$ cat config.mk
export PLATFORM = sky130hd
export DESIGN_NAME = full_adder
export DESIGN_NICKNAME = d
export VERILOG_FILES = /design/src/rtl/full_adder_pkg.sv /design/src/rtl/full_adder_core.sv /design/src/rtl/full_adder.sv
export SDC_FILE = /design/constraint.sdc
export NUM_CORES = 1
export LEC_CHECK = 0
export BUFFER_PORTS_ARGS = -buffer_cell sky130_fd_sc_hd__buf_2
export CAP_MARGIN = 40
export CORE_AREA = 2 2 39 41
export CTS_CLUSTER_SIZE = 20
export DETAILED_ROUTE_END_ITERATION = 12
export DIE_AREA = 0 0 41 43
export GPL_TIMING_DRIVEN = 0
export MAX_ROUTING_LAYER = met4
export PLACE_DENSITY = 0.3
export SKIP_LAST_GASP = 1
export SYNTH_ARGS = -nofsm -noshare
export SYNTH_HDL_FRONTEND = slang
export SYNTH_SLANG_ARGS = --single-unit
$ cat constraint.sdc
create_clock -name clk -period 1.65 [get_ports clk]
set_clock_uncertainty 0.1 [all_clocks]
set_input_delay 0.165 -clock clk [delete_from_list [all_inputs] [get_ports clk]]
set_output_delay 0.165 -clock clk [all_outputs]
set_load 0.02 [all_outputs]
$ cat src/rtl/full_adder_pkg.sv
// Shared constants and types for the registered full-adder bit-slice.
package full_adder_pkg;

    // Reset values of the registered outputs
    localparam logic SUM_RST   = 1'b0;
    localparam logic COUT_RST  = 1'b0;
    localparam logic VALID_RST = 1'b0;

    // Two-bit adder result packed as {carry, sum}
    typedef logic [1:0] fa_result_t;

    // Pack separate carry and sum bits into a result word
    function automatic fa_result_t fa_pack(input logic carry, input logic sum_bit);
        return {carry, sum_bit};
    endfunction

endpackage

$ cat src/rtl/full_adder_core.sv
// Purely combinational gate-level 1-bit full adder. Also used directly by
// combinational ripple chains, so it carries no clock or reset.
module full_adder_core (
    input  logic in1,
    input  logic in2,
    input  logic c_in,
    output logic sum,
    output logic c_out
);

    logic half_sum;

    assign half_sum = in1 ^ in2;
    assign sum      = half_sum ^ c_in;
    assign c_out    = (in1 & in2) | (c_in & half_sum);

endmodule

$ cat src/rtl/full_adder.sv
// Registered 1-bit full adder slice: one-cycle latency, valid-qualified capture.
// Optional macro FULL_ADDER_SELFCHECK_EN compiles a behavioural reference that
// cross-checks the gate-level core and raises a sticky err flag on mismatch.
module full_adder
    import full_adder_pkg::*;
#(
    parameter int HOLD_ON_IDLE = 1
) (
    input  logic clk,
    input  logic rst,
    input  logic in_valid,
    input  logic in1,
    input  logic in2,
    input  logic c_in,
    output logic sum,
    output logic c_out,
    output logic out_valid,
    output logic err
);

    logic       core_sum;
    logic       core_c_out;
    fa_result_t res_p1;
    logic       vld_p1;

    full_adder_core u_core (
        .in1   (in1),
        .in2   (in2),
        .c_in  (c_in),
        .sum   (core_sum),
        .c_out (core_c_out)
    );

    // Stage p0 -> p1: capture core result on valid; hold or clear when idle
    always_ff @(posedge clk or posedge rst) begin
        if (rst) begin
            res_p1 <= fa_pack(COUT_RST, SUM_RST);
            vld_p1 <= VALID_RST;
        end else begin
            vld_p1 <= in_valid;
            if (in_valid) begin
                res_p1 <= fa_pack(core_c_out, core_sum);
            end else if (HOLD_ON_IDLE == 0) begin
                res_p1 <= fa_pack(1'b0, 1'b0);
            end
        end
    end

    assign sum       = res_p1[0];
    assign c_out     = res_p1[1];
    assign out_valid = vld_p1;

`ifdef FULL_ADDER_SELFCHECK_EN
    fa_result_t ref_res;
    logic       err_p1;

    assign ref_res = fa_result_t'({1'b0, in2} + {1'b0, in1} + {1'b0, c_in});

    // Sticky mismatch flag, registered alongside the data it checks
    always_ff @(posedge clk or posedge rst) begin
        if (rst) begin
            err_p1 <= 1'b0;
        end else if (in_valid && (ref_res != fa_pack(core_c_out, core_sum))) begin
            err_p1 <= 1'b1;
        end
    end

    assign err = err_p1;
`else
    assign err = 1'b0;
`endif

endmodule

==> impl_results.md, run 1 <==
- Number of routed nets with antenna violations: 0
- Status: complete, no violations
- Crit path cell chain: dlygate4sd3_1 > buf_2 > mux2_2
- Global-route wire length before repair: 379 µm
- Initial antenna violation count: 0
- Clock power share: 0.477
- Area taken by multi-input logic gates: 46.3 µm²
- Sequential area share after synthesis: 0.566
- Hold WS: 0.235 ns
- CP max FO: 3
- VDD IR-drop max: 0.132 mV
- Post-layout min period: 1.12 ns
- Final TNS setup: 0 ns
- CTS tree: yes
- Crit path DAT: 1.13 ns
- CTS Buffer Depth: 2
- Setup violations, final: 0
- Final #Nets: 31
- RSZ-0062 raised after global routing: false
- Synth Instances: 9
- F_max: 892 MHz
- Largest net degree at the start of global routing: 4
- # rows: 14
- GP Congestion: 0.510
- Vias in the first global route: 113
- Synthesis-stage register bit count: 3
- Vias: 110
- CP Buf/Inv Count: 2
- Element type at the critical path end: register
- Worst Hold Launch: c_in
- Average wire per standard cell: 7.54 µm
- Buffers added on ports: 8
- CTS clock-pin slew for the worst setup and hold paths: 0.03 ns
- Core Region: 1380 µm²
- Netlist Area Pre-Place: 133 µm²
- Inserted Clock Buffers: 3
- Maxcap violations: 0
- Reg-to-Reg Start: res_p1[0]
- Reg area: 75.1 µm²
- # diodes: 0
- Pre-antenna DRT Iters: 1
- Area leader, netlist: dfrtp_1
- Worst hold path type: input pin to register
- Overall Global Routing Usage: 0.0474
- Netlist cell types: 6
- DIE AREA: 1760 µm²
- Crit path launch: in_valid
- Highest cell delay on the worst timing path: 0.52 ns
- Commonest non-fill, non-tap cell in the layout: buf_2
- Gr ovfl total: 0
- Fillers: 154
- Crit path launch type: input pin
- Period utilization: 0.680
- Post-CTS Resized: 0
- Clock sinks: 3
- Initial DRC count: 0
- Power Density: 1100 nW/µm²
- Mapped Nets: 16
- Via/cell ratio: 2.82
- Clk Latency, worst-skew pair: 0.23 ns
- Setup Crit Path Kind: input pin to register
- Layout cell share with drive strength beyond 1: 0.609
- Final-report max-slew violation count: 0
- Starting Density: 0.0958
- Post-synth top area share: 0.566
- Leak: 0.119 nW
- Req. time, crit path: 1.66 ns
- NetSw: 0.0646 mW
- Seq pwr share: 0.334
- Ys Warns: 0
- Root Driver: clkbuf_4
- Endpoints failing hold: 0
- Area growth syn-to-layout: 80.2%
- Sw Share: 0.247
- Worst path slowest cell: dlygate4sd3_1
- Residual DRC count: 0
- IO Pins: 10
- Mapped Avg Cell Area: 14.7 µm²
- Combinational power share: 0.189
- Synth top area cells: dfrtp_1 57%, mux2_2 17%, fa_1 15%
- Highest-count cells in the layout ignoring fill and taps: 8 x buf_2, 3 x clkbuf_4, 3 x dfrtp_1, 2 x mux2_2, 2 x dlygate4sd3_1
- Post-CTS Repair Setup Buffers: 0
- H-tree levels: 1
- P_int: 0.197 mW
- Chip Height: 43 µm
- Crit path max-delay family: buffers and inverters
- Die width: 41 µm
- Detailed Route WL: 294 µm
[through the flow]
stage / area [µm²] / setup WS [ns] / instances / util / total power [mW]
after detailed placement: 193 / 0.397 / 33 / 0.139 / 0.135
final: 239 / 0.529 / 39 / 0.173 / 0.262
after global placement: 193 / 0.402 / 33 / 0.139 / 0.135
after floorplan: 133 / 0.559 / 9 / - / 0.115
after CTS: 239 / 0.535 / 39 / 0.173 / 0.272
after global routing: 239 / 0.500 / 39 / 0.173 / 0.280
[synth_stat cells]
cell / n
fa_1: 1
conb_1: 1
mux2_2: 2
inv_1: 1
dfrtp_1: 3
buf_4: 1
[final timing paths]
| path | cells past startpoint | slack [ns] | end |
|---|---|---|---|
| worst max-delay path | 3 | 0.53 | res_p1[1] |
| worst min-delay path | 3 | 0.23 | res_p1[1] |
| worst max register to register | 1 | 0.81 | res_p1[0] |
| worst min register to register | 1 | 0.41 | res_p1[1] |
| max in group asynchronous | 3 | 1.08 | out_valid |
| min in group asynchronous | 3 | 0.24 | res_p1[0] |
[logic make-up (layout without fill, tap and decap cells)]
logic type,count (synthesis),count (layout),synth area share
adder cells (fa/ha/maj),1,1,0.151
other,1,1,0.0283
flip-flops,3,3,0.566
multiplexers,2,2,0.170
buffers and inverters,2,16,0.0849
[layer usage]
metal	up-vias	routed length, µm	global-route usage
li1	54	-	-
met4	0	0	0.0800
met5	-	0	-
met3	0	63	0.0628
met2	9	128	0.0531
met1	47	101	0.0161
[what timing repair did]
item,CTS,global route
endpoints found under the setup margin,0,0
hold buffers,2,0
endpoints found under the hold margin,4,0
[flip-flops by register name, indices dropped and copies added, names as in the netlist]
name and flops:
out_valid 1, res_p1 2
[cell type report]
cell class              instances  share of cell area
repair buffers                 10               0.251
flip-flops and latches          3               0.314
well taps                      16              0.0838
multi-input cells               4               0.194
plain buffers                   1              0.0314
inverters                       1              0.0157
clock buffers                   4               0.110
[power by group through the flow]
stage	Sequential, mW	Combinational [mW]	Clock (mW)
global placement	0.0876	0.0476	0
CTS	0.0873	0.0508	0.133
global route	0.0878	0.0553	0.137
detailed placement	0.0882	0.0472	0
finish	0.0875	0.0495	0.125
floorplan	0.100	0.0147	0
(Power assumes the default switching activity.)
==> inputs of run 2 (changes only) <==
clock period = 1.05 ns   (was 1.65 ns; I/O delays follow)
==> impl_results.md, run 2 (synthesis results as in run 1) <==
- Status: complete, no violations
- Via/cell ratio: 2.85 (+0.91%)
- Crit path max-delay family: flip-flops
- Average wire per standard cell: 7.59 µm (+0.68%)
- Inserted Clock Buffers: 3 (unchanged)
- Clock sinks: 3 (unchanged)
- Number of routed nets with antenna violations: 0 (unchanged)
- Top reg by flops: res_p1
- Chip Height: 43 µm (unchanged)
- CP Buf/Inv Count: 1 (-1)
- # diodes: 0 (unchanged)
- Leak: 0.119 nW (unchanged)
- Buffers added on ports: 8 (unchanged)
- Req. time, crit path: 0.84 ns (-0.82 ns)
- IO Pins: 10 (unchanged)
- Final-report max-slew violation count: 0 (unchanged)
- Pre-antenna DRT Iters: 1 (unchanged)
- Vias in the first global route: 114 (+0.88%)
- Initial antenna violation count: 0 (unchanged)
- Setup violations, final: 0 (unchanged)
- CTS clock-pin slew for the worst setup and hold paths: 0.04 ns (about the same)
- Element type at the critical path end: output port
- GP Congestion: 0.510 (unchanged)
- Core Region: 1380 µm² (unchanged)
- Root Driver: clkbuf_4
- Global-route wire length before repair: 400 µm (+5.5%)
- Area growth syn-to-layout: 80.2% (unchanged)
- Power Density: 1720 nW/µm² (+57%)
- Detailed Route WL: 296 µm (+0.68%)
- Clk Latency, worst-skew pair: 0.23 ns (about the same)
- Largest net degree at the start of global routing: 4 (unchanged)
- F_max: 1040 MHz
- Endpoints failing hold: 0 (unchanged)
- Vias: 111 (+0.91%)
- Layout cell share with drive strength beyond 1: 0.609 (unchanged)
- Crit path DAT: 0.75 ns (-0.38 ns)
- Highest-count cells in the layout ignoring fill and taps: 8 x buf_2, 3 x clkbuf_4, 3 x dfrtp_1, 2 x mux2_2, 2 x dlygate4sd3_1
- Worst hold path type: input pin to register
- VDD IR-drop max: 0.211 mV (+60%)
- Worst path slowest cell: dfrtp_1
- # rows: 14 (unchanged)
- Post-layout min period: 0.958 ns
- Max reg flops: 2 (unchanged)
- CTS Buffer Depth: 2 (unchanged)
- Die width: 41 µm (unchanged)
- CTS tree: yes
- Crit path launch type: register
- Post-CTS Resized: 0 (unchanged)
- Residual DRC count: 0 (unchanged)
- Gr ovfl total: 0 (unchanged)
- Fillers: 154 (unchanged)
- Final #Nets: 31 (unchanged)
- Overall Global Routing Usage: 0.0494 (+0.00206)
- Maxcap violations: 0 (unchanged)
- Period utilization: 0.913
- Starting Density: 0.0958 (unchanged)
- Highest cell delay on the worst timing path: 0.37 ns (-0.15 ns)
- Post-CTS Repair Setup Buffers: 0 (unchanged)
- Crit path cell chain: buf_2
- H-tree levels: 1 (unchanged)
- Setup Crit Path Kind: register to output port
- Commonest non-fill, non-tap cell in the layout: buf_2
- DIE AREA: 1760 µm² (unchanged)
- Pwr Total: 0.412 mW (+57%)
- Hold_buf cts: 2 (unchanged)
- Final design utilization: 0.173 (unchanged)
- CP max FO: 2 (-1)
- Initial DRC count: 0 (unchanged)
- RSZ-0062 raised after global routing: false
==> run 2: cell counts in the layout (fill, tap and decap cells not counted) <==
No cell type changed its count.
==> run 2: path summary, 6_finish.rpt <==
path / from / depth (start not counted) / to / slack (ns)
setup / recovery: res_p1[0] / 1 / sum / 0.09
hold / removal: in_valid / 2 / res_p1[0] / 0.06
setup reg to reg: res_p1[1] / 1 / res_p1[1] / 0.21
hold reg to reg: res_p1[0] / 1 / res_p1[0] / 0.41
max in group asynchronous: rst / 3 / out_valid / 0.54
min in group asynchronous: rst / 3 / res_p1[0] / 0.18
==> run 2: layout make-up <==
type	count	area [µm²]	area share
Multi-Input combinational cell	4	46.3	0.194
Clock buffer	4	26.3	0.110
Timing Repair Buffer	10	60.1	0.251
Tap cell	16	20.0	0.0838
Sequential cell	3	75.1	0.314
Buffer	1	7.51	0.0314
Inverter	1	3.75	0.0157
==> run 2: through the flow <==
| step | setup slack, ns | cells | instance area, µm² | hold WS [ns] | setup TNS [ns] |
|---|---|---|---|---|---|
| 6_report | 0.0918 | 39 | 239 | 0.0593 | 0 |
| 5_1_grt | 0.0608 | 39 | 239 | 0.0659 | 0 |
| 4_1_cts | 0.0775 | 39 | 239 | 0.0534 | 0 |
| 3_5_place_dp | -0.143 | 33 | 193 | -0.126 | -0.207 |
| 3_3_place_gp | -0.138 | 33 | 193 | -0.124 | -0.199 |
| 2_1_floorplan | 0.0191 | 9 | 133 | -0.241 | 0 |
==> run 2: routing by layer <==
layer,track usage,vias to the layer above,part of all wire
met2,0.0563,9,0.43
li1,-,55,-
met3,0.0628,0,0.21
met5,-,-,0
met4,0.0800,0,0
met1,0.0194,47,0.35
==> run 2: report_power, final <==
group          internal (mW)  leakage, nW  switching, mW  total (mW)
sequential             0.131       0.0350        0.00642       0.137
combinational         0.0372       0.0691         0.0409      0.0781
clock                  0.142       0.0150         0.0543       0.196
